===== src/rtl/dot_product_stream_engine.sv =====
// Multi-lane streaming dot-product engine: per-vector length, masked final beat, 3-stage datapath.
// Define DOT_SIGNED_EN to treat lanes as two's-complement; the default build is unsigned.
module dot_product_stream_engine #(
  parameter int DATA_WIDTH   = 8,
  parameter int LANES        = 4,
  parameter int MAX_LEN      = 64,
  parameter int LEN_WIDTH    = $clog2(MAX_LEN) + 1,
  parameter int RESULT_WIDTH = 2 * DATA_WIDTH + $clog2(MAX_LEN)
) (
  input  logic                          clk,
  input  logic                          rst,
  input  logic                          start,
  input  logic [LEN_WIDTH-1:0]          cfg_len,
  output logic                          busy,
  output logic                          err,
  input  logic                          in_valid,
  output logic                          in_ready,
  input  logic [LANES*DATA_WIDTH-1:0]   in_a,
  input  logic [LANES*DATA_WIDTH-1:0]   in_b,
  output logic                          res_valid,
  input  logic                          res_ready,
  output logic [RESULT_WIDTH-1:0]       res_data
);

  localparam int PROD_WIDTH = 2 * DATA_WIDTH;
  localparam int LANE_SHIFT = $clog2(LANES);

  typedef enum logic [1:0] {S_IDLE, S_RUN, S_DRAIN, S_HOLD} state_e;

  state_e                  state_q, state_d;
  logic [LEN_WIDTH-1:0]    len_q, len_d;
  logic [LEN_WIDTH-1:0]    beats_left_q, beats_left_d;
  logic                    busy_q, busy_d;
  logic                    in_ready_q, in_ready_d;
  logic                    res_valid_q, res_valid_d;
  logic                    err_q, err_d;

  // Stage 0: captured (masked) operands
  logic [DATA_WIDTH-1:0]   a_q [LANES];
  logic [DATA_WIDTH-1:0]   a_d [LANES];
  logic [DATA_WIDTH-1:0]   b_q [LANES];
  logic [DATA_WIDTH-1:0]   b_d [LANES];
  logic                    beat_vld_q, beat_vld_d, beat_last_q, beat_last_d;
  // Stage 1: extended lane products
  logic [RESULT_WIDTH-1:0] prod_q [LANES];
  logic [RESULT_WIDTH-1:0] prod_d [LANES];
  logic                    prod_vld_q, prod_vld_d, prod_last_q, prod_last_d;
  // Stage 2: reduced beat sum
  logic [RESULT_WIDTH-1:0] sum_q, sum_d;
  logic                    sum_vld_q, sum_vld_d, sum_last_q, sum_last_d;
  logic [RESULT_WIDTH-1:0] acc_q, acc_d;

`ifdef DOT_SIGNED_EN
  logic signed [PROD_WIDTH-1:0] lane_prod [LANES];
`else
  logic        [PROD_WIDTH-1:0] lane_prod [LANES];
`endif

  logic                    accept;
  logic                    last_beat;
  logic                    len_legal;
  logic [LEN_WIDTH-1:0]    rem;
  logic [LEN_WIDTH:0]      len_round;

  assign accept    = in_valid && in_ready_q;
  assign last_beat = accept && (beats_left_q == LEN_WIDTH'(1));
  assign len_legal = (cfg_len != '0) && (cfg_len <= LEN_WIDTH'(MAX_LEN));
  assign rem       = len_q & LEN_WIDTH'(LANES - 1);
  assign len_round = {1'b0, cfg_len} + (LEN_WIDTH + 1)'(LANES - 1);

  // Datapath: capture -> multiply -> reduce -> accumulate
  always_comb begin
    // NOTE: every always_comb output gets a default first so no path leaves it unassigned (no latch).
    a_d         = a_q;
    b_d         = b_q;
    beat_vld_d  = accept;
    beat_last_d = last_beat;
    prod_vld_d  = beat_vld_q;
    prod_last_d = beat_last_q;
    sum_vld_d   = prod_vld_q;
    sum_last_d  = prod_last_q;
    sum_d       = '0;

    if (accept) begin
      for (int i = 0; i < LANES; i++) begin
        // Zeroing a is enough to kill the product; b is don't-care then
        if (last_beat && (rem != '0) && (LEN_WIDTH'(i) >= rem)) a_d[i] = '0;
        else                                                    a_d[i] = in_a[i*DATA_WIDTH +: DATA_WIDTH];
        b_d[i] = in_b[i*DATA_WIDTH +: DATA_WIDTH];
      end
    end

    for (int i = 0; i < LANES; i++) begin
`ifdef DOT_SIGNED_EN
      lane_prod[i] = PROD_WIDTH'($signed(a_q[i])) * PROD_WIDTH'($signed(b_q[i]));
      prod_d[i]    = {{(RESULT_WIDTH - PROD_WIDTH){lane_prod[i][PROD_WIDTH-1]}}, lane_prod[i]};
`else
      lane_prod[i] = PROD_WIDTH'(a_q[i]) * PROD_WIDTH'(b_q[i]);
      prod_d[i]    = RESULT_WIDTH'(lane_prod[i]);
`endif
    end

    for (int i = 0; i < LANES; i++) begin
      sum_d = sum_d + prod_q[i];
    end
  end

  // Control FSM and accumulator
  always_comb begin
    state_d      = state_q;
    len_d        = len_q;
    beats_left_d = beats_left_q;
    acc_d        = acc_q;
    err_d        = 1'b0;

    if (sum_vld_q) acc_d = acc_q + sum_q;

    unique case (state_q)
      S_IDLE: begin
        if (start) begin
          if (len_legal) begin
            len_d        = cfg_len;
            beats_left_d = LEN_WIDTH'(len_round >> LANE_SHIFT);
            acc_d        = '0;
            state_d      = S_RUN;
          end else begin
            err_d = 1'b1;
          end
        end
      end
      S_RUN: begin
        if (accept) begin
          beats_left_d = beats_left_q - LEN_WIDTH'(1);
          if (last_beat) state_d = S_DRAIN;
        end
      end
      S_DRAIN: begin
        if (sum_vld_q && sum_last_q) state_d = S_HOLD;
      end
      S_HOLD: begin
        if (res_ready) state_d = S_IDLE;
      end
      default: state_d = S_IDLE;
    endcase

    busy_d      = (state_d != S_IDLE);
    in_ready_d  = (state_d == S_RUN);
    res_valid_d = (state_d == S_HOLD);
  end

  always_ff @(posedge clk) begin
    if (rst) begin
      // NOTE: state and datapath registers use non-blocking assignments so every flop samples pre-edge values.
      state_q      <= S_IDLE;
      len_q        <= '0;
      beats_left_q <= '0;
      busy_q       <= 1'b0;
      in_ready_q   <= 1'b0;
      res_valid_q  <= 1'b0;
      err_q        <= 1'b0;
      beat_vld_q   <= 1'b0;
      beat_last_q  <= 1'b0;
      prod_vld_q   <= 1'b0;
      prod_last_q  <= 1'b0;
      sum_q        <= '0;
      sum_vld_q    <= 1'b0;
      sum_last_q   <= 1'b0;
      acc_q        <= '0;
      for (int i = 0; i < LANES; i++) begin
        a_q[i]    <= '0;
        b_q[i]    <= '0;
        prod_q[i] <= '0;
      end
    end else begin
      state_q      <= state_d;
      len_q        <= len_d;
      beats_left_q <= beats_left_d;
      busy_q       <= busy_d;
      in_ready_q   <= in_ready_d;
      res_valid_q  <= res_valid_d;
      err_q        <= err_d;
      beat_vld_q   <= beat_vld_d;
      beat_last_q  <= beat_last_d;
      prod_vld_q   <= prod_vld_d;
      prod_last_q  <= prod_last_d;
      sum_q        <= sum_d;
      sum_vld_q    <= sum_vld_d;
      sum_last_q   <= sum_last_d;
      acc_q        <= acc_d;
      a_q          <= a_d;
      b_q          <= b_d;
      prod_q       <= prod_d;
    end
  end

  assign busy      = busy_q;
  assign err       = err_q;
  assign in_ready  = in_ready_q;
  assign res_valid = res_valid_q;
  assign res_data  = acc_q;

endmodule


===== config.mk =====
export PLATFORM = sky130hd
export DESIGN_NAME = dot_product_stream_engine
export DESIGN_NICKNAME = d
export VERILOG_FILES = /design/src/rtl/dot_product_stream_engine.sv
export SDC_FILE = /design/constraint.sdc
export NUM_CORES = 1
export LEC_CHECK = 0
export ABC_AREA = 1
export CAP_MARGIN = 20
export CORE_UTILIZATION = 60
export CTS_CLUSTER_DIAMETER = 80
export CTS_CLUSTER_SIZE = 10
export DETAILED_ROUTE_END_ITERATION = 8
export PLACE_DENSITY = 0.82
export SLEW_MARGIN = 10
export SYNTH_ARGS = -nofsm -noshare
export SYNTH_HDL_FRONTEND = slang
export SYNTH_SLANG_ARGS = --single-unit

===== constraint.sdc =====
create_clock -name clk -period 4.2 [get_ports clk]
set_input_delay 0.42 -clock clk [delete_from_list [all_inputs] [get_ports clk]]
set_output_delay 0.42 -clock clk [all_outputs]
set_load 0.02 [all_outputs]

==> impl_results.html <==
<table>
<tr><th>Metric</th><th>Value</th></tr>
<tr><th colspan="2">Status</th></tr>
<tr><td>Status</td><td>finished, final reports clean</td></tr>
<tr><th colspan="2">Placement</th></tr>
<tr><td>Number of instances in the placed design</td><td>about 2900</td></tr>
<tr><td>Instance area at placement</td><td>~19000 sq um</td></tr>
<tr><td>GP Congestion</td><td>~0.92</td></tr>
<tr><td>Pre-CTS setup slack</td><td>between 100 and 150 ps</td></tr>
<tr><td>Port buffer count</td><td>approximately 100</td></tr>
<tr><td>HPWL Detailed</td><td>around 33000 um</td></tr>
<tr><th colspan="2">Cells and area</th></tr>
<tr><td>Layout overhead on the synthesized area</td><td>11.2%</td></tr>
<tr><td>Final core utilization</td><td>approximately 68%</td></tr>
<tr><td>Most frequent cells in the layout</td><td>sky130_fd_sc_hd__inv_1, sky130_fd_sc_hd__nand2_1, sky130_fd_sc_hd__nor2_1, sky130_fd_sc_hd__ha_1, sky130_fd_sc_hd__fa_1</td></tr>
<tr><td>Ant diodes</td><td>0</td></tr>
<tr><td>Share of post-route cells with drive strength above 1</td><td>around 5.5%</td></tr>
<tr><td>Most frequent standard cell in the layout excluding fill and tap cells</td><td>sky130_fd_sc_hd__inv_1</td></tr>
<tr><td># nets final</td><td>just under 3000</td></tr>
<tr><td>Fill cell total of the finished layout</td><td>2488</td></tr>
<tr><td>Cell Count, Final, Fillers Out</td><td>a little under 3000</td></tr>
<tr><td>Design Area, Final</td><td>roughly 20000 sq um</td></tr>
<tr><th colspan="2">Global routing</th></tr>
<tr><td>Grt peak-use layer</td><td>met2</td></tr>
<tr><td>Global-route wire length before repair</td><td>slightly above 70000 um</td></tr>
<tr><td>Met1 usage</td><td>36.3%</td></tr>
<tr><td>Maximum number of pins on one net before global-route repair</td><td>54</td></tr>
<tr><td>Met2 usage in global routing</td><td>51.5%</td></tr>
<tr><td>Antenna violations before repair</td><td>0</td></tr>
<tr><td>GR Overflow Total</td><td>0</td></tr>
<tr><td>GRT Resource Usage Total</td><td>approximately 29%</td></tr>
<tr><td>Vias in the first global route</td><td>about 15000</td></tr>
<tr><td>Routing usage on met3</td><td>3.46%</td></tr>
<tr><th colspan="2">Die</th></tr>
<tr><td>Effective utilization at floorplan</td><td>between 60% and 70%</td></tr>
<tr><td>Number of top-level pins</td><td>102</td></tr>
<tr><td>Die outline height</td><td>roughly 170 um</td></tr>
<tr><td>Die Width</td><td>roughly 170 um</td></tr>
<tr><td>Die footprint</td><td>30100 sq um</td></tr>
<tr><td>Row count</td><td>62</td></tr>
<tr><td>Core outline area</td><td>28900 sq um</td></tr>
<tr><th colspan="2">Power</th></tr>
<tr><td>Static Leak</td><td>11.3 nW</td></tr>
<tr><td>Switching part of the total</td><td>between 20% and 30%</td></tr>
<tr><td>Combinational cell fraction of total power</td><td>around an eighth</td></tr>
<tr><td>Cell area power density</td><td>slightly above 200 nW/um^2</td></tr>
<tr><td>Cell-internal power</td><td>2.87 mW</td></tr>
<tr><td>Worst vdd ir</td><td>roughly 280 uV</td></tr>
<tr><td>Relative contribution of sequential cells to total power</td><td>a little under half</td></tr>
<tr><td>Fraction of power consumed by the clock network</td><td>about two fifths</td></tr>
<tr><td>Total power draw</td><td>just over 4 mW</td></tr>
<tr><td>Switching power summed over all nets</td><td>between 1 and 1.5 mW</td></tr>
<tr><th colspan="2">Clocking</th></tr>
<tr><td>H-tree levels</td><td>4</td></tr>
<tr><td>Clock latency at the later pin of the worst-skew pair</td><td>450 ps</td></tr>
<tr><td>Clock-pin slew of the registers on the worst-case setup and hold paths</td><td>~80 ps</td></tr>
<tr><td>Number of buffers inserted to repair setup after CTS</td><td>0</td></tr>
<tr><td>Clock tree root buffer cell</td><td>sky130_fd_sc_hd__clkbuf_16</td></tr>
<tr><td>Inserted Clock Buffers</td><td>17</td></tr>
<tr><td>Clk sinks</td><td>~190</td></tr>
<tr><td>TritonCTS clock tree</td><td>done</td></tr>
<tr><td>Deepest clock path buffer count</td><td>2</td></tr>
<tr><th colspan="2">STA</th></tr>
<tr><td>Fin. max-slew vios</td><td>0</td></tr>
<tr><td>Setup TNS</td><td>0 ps</td></tr>
<tr><td>Measured slew at the worst slew-check pin</td><td>901 ps</td></tr>
<tr><td>Crit share post-route</td><td>95.6%</td></tr>
<tr><td>Final critical path time including I/O delays and setup</td><td>around 4000 ps</td></tr>
<tr><td>Count of endpoints failing setup in the final report</td><td>0</td></tr>
<tr><td>Worst max-slew margin expressed relative to the limit</td><td>about two fifths</td></tr>
<tr><td>Number of hold-slack violations in the final timing report</td><td>0</td></tr>
<tr><td>Final-layout worst hold slack</td><td>approximately 400 ps</td></tr>
<tr><td>Clock skew after layout</td><td>between 10 and 15 ps</td></tr>
<tr><td>Highest clock rate</td><td>around 0.25 GHz</td></tr>
<tr><td>PnR worst setup slack</td><td>around 190 ps</td></tr>
<tr><th colspan="2">Critical path</th></tr>
<tr><td>Kind of launch point of the worst setup path</td><td>flip-flop</td></tr>
<tr><td>CP max FO</td><td>5</td></tr>
<tr><td>Endpoint arrival time on the critical path</td><td>between 4000 and 5000 ps</td></tr>
<tr><td>Critical path type</td><td>flip-flop to flip-flop</td></tr>
<tr><td>Critical path endpoint category</td><td>flip-flop</td></tr>
<tr><td>Required time reported for the critical path endpoint</td><td>roughly 4500 ps</td></tr>
<tr><td>Beginning of the worst register-to-register path</td><td>b_q[29]</td></tr>
<tr><td>CP startpoint</td><td>b_q[29]</td></tr>
<tr><th colspan="2">Synthesis</th></tr>
<tr><td>Dominant combinational cell family by area after synthesis</td><td>adder cells</td></tr>
<tr><td>Count of different cell masters after synthesis</td><td>43</td></tr>
<tr><td>Compound-gate portion of the synthesized area</td><td>a little over a tenth</td></tr>
<tr><td>Primary flip-flop cell chosen by synthesis mapping</td><td>sky130_fd_sc_hd__dfxtp_1</td></tr>
<tr><td>Number of flip-flops and latches in the synthesized netlist</td><td>approximately 190</td></tr>
<tr><td>Count of mapped cells out of synthesis</td><td>about 2500</td></tr>
<tr><td>Sequential element share of the synthesized area</td><td>a little over a fifth</td></tr>
<tr><td>Synthesized Nets</td><td>a little under 3000</td></tr>
<tr><td>Synthesis Warnings</td><td>0</td></tr>
<tr><td>Multiplexer fraction of the synthesized cell area</td><td>0%</td></tr>
<tr><td>Count of flip-flops with a built-in enable after synthesis</td><td>0</td></tr>
<tr><td>Cell area after synthesis</td><td>about 18000 sq um</td></tr>
<tr><td>Fraction of registers with async set/reset</td><td>0%</td></tr>
<tr><td>Post-synthesis adder-cell area fraction</td><td>roughly 33%</td></tr>
<tr><td>Post-Synth Simple-Gate Area</td><td>~21%</td></tr>
<tr><td>XOR/XNOR Fraction of Synth Area</td><td>0.446%</td></tr>
<tr><td>Mapped Avg Cell Area</td><td>between 7 and 8 sq um</td></tr>
<tr><th colspan="2">Detailed routing</th></tr>
<tr><td>First-pass iteration count of the detailed router</td><td>5</td></tr>
<tr><td>First DRT Iteration DRCs</td><td>between 1000 and 1500</td></tr>
<tr><td>Drc violations</td><td>0</td></tr>
<tr><td>Wire per inst</td><td>14.3 um</td></tr>
<tr><td>Post-DR vias/cell</td><td>between 5 and 6</td></tr>
<tr><td>Aggregate routed wire length</td><td>roughly 42000 um</td></tr>
<tr><td>Detailed-route via count</td><td>15338</td></tr>
<tr><td>Remaining antenna violation count after routing</td><td>0</td></tr>
<tr><th colspan="2">Job</th></tr>
<tr><td>Max-cap viol count</td><td>0</td></tr>
<tr><th colspan="2">Worst hold path</th></tr>
<tr><td>Class of the tightest hold or removal check</td><td>flip-flop to flip-flop</td></tr>
<tr><td>Worst hold path startpoint</td><td>prod_last_q</td></tr>
</table>
-- path summary, 6_finish.rpt --
path	end	slack [ps]	cells after the start
worst max-delay path	prod_q[79]	190	17
worst min-delay path	sum_last_q	400	2
worst max register to register	prod_q[79]	190	17
worst min register to register	sum_last_q	400	2
-- flip-flops by register name, indices dropped and copies added, names as in the netlist --
name and count:
sum_vld_q 1, beat_last_q 1, res_data 22, sum_q 18
a_q 32, in_ready 1, b_q 32, beats_left_q 7
prod_q 64, sum_last_q 1, prod_vld_q 1, len_q 2
prod_last_q 1, beat_vld_q 1, res_valid 1, err 1
busy 1, state_q 2
-- per-layer routing --
layer  up-vias  routed length [um]
met4         0                1300
met1      7228               17900
met3        80                1900
met2       458               20800
li1       7572                   -
met5         -                   0
-- final cells by class --
cell class	instances	area [sq um]	area share, %
flip-flops and latches	189	3820	19.5
well taps	384	480	2.44
inverters	553	2080	10.6
multi-input cells	1624	11400	58.2
clock inverters	15	149	0.758
clock buffers	17	425	2.16
repair buffers	134	1250	6.38
-- cells in the mapped netlist (7+ instances only) --
| cell | instances | area share [%] |
|---|---|---|
| sky130_fd_sc_hd__inv_1 | 550 | 12 |
| sky130_fd_sc_hd__nand2_1 | 545 | 12 |
| sky130_fd_sc_hd__nor2_1 | 239 | 5.1 |
| sky130_fd_sc_hd__dfxtp_1 | 189 | 21 |
| sky130_fd_sc_hd__ha_1 | 181 | 13 |
| sky130_fd_sc_hd__fa_1 | 177 | 20 |
| sky130_fd_sc_hd__a21oi_1 | 160 | 4.5 |
| sky130_fd_sc_hd__o21ai_0 | 154 | 4.4 |
| sky130_fd_sc_hd__clkbuf_1 | 96 | 2.0 |
| sky130_fd_sc_hd__nand3_1 | 72 | 2.0 |
| sky130_fd_sc_hd__o21bai_1 | 13 | 0.55 |
| sky130_fd_sc_hd__nand4_1 | 10 | 0.35 |
| sky130_fd_sc_hd__nand2_2 | 8 | 0.28 |
| sky130_fd_sc_hd__nor3_1 | 7 | 0.20 |
-- kinds of logic (layout without fill, tap and decap cells) --
family,Yosys count,in the layout
AOI/OAI and AO/OA,355,355
DFF,189,189
and+or+nand+nor,902,902
adders and majority gates,358,358
xor gates and xnor gates,9,9
buffers and inverters,655,719
-- power groups by stage --
| stage | registers (mW) | clock network (mW) | logic (mW) |
|---|---|---|---|
| after floorplan | 1.92 | 0 | 0.372 |
| after global placement | 1.99 | 0 | 0.493 |
| after detailed placement | 1.99 | 0 | 0.506 |
| after CTS | 1.95 | 1.63 | 0.511 |
| after global routing | 1.96 | 1.69 | 0.578 |
| final | 1.95 | 1.61 | 0.512 |
-- worst max-delay path, stage by stage (launching register included) --
cell	delay [ps]
sky130_fd_sc_hd__dfxtp_1	370
sky130_fd_sc_hd__buf_4	180
sky130_fd_sc_hd__nand2_1	60
sky130_fd_sc_hd__inv_1	50
sky130_fd_sc_hd__fa_1	550
sky130_fd_sc_hd__fa_1	430
sky130_fd_sc_hd__fa_1	490
sky130_fd_sc_hd__inv_1	50
sky130_fd_sc_hd__fa_1	470
sky130_fd_sc_hd__inv_1	40
sky130_fd_sc_hd__ha_1	320
sky130_fd_sc_hd__nand2_1	80
sky130_fd_sc_hd__o21ai_0	320
sky130_fd_sc_hd__a21oi_2	80
sky130_fd_sc_hd__o21ai_0	220
sky130_fd_sc_hd__nand2_1	80
sky130_fd_sc_hd__nand2_1	60
sky130_fd_sc_hd__nor2_1	70
-- timing repair --
item | CTS | global route
endpoints found under the setup margin | 0 | 25
gates resized for setup | 0 | 38
endpoints found under the hold margin | 0 | 0
hold buffers | 0 | 0
(Power assumes the default switching activity.)
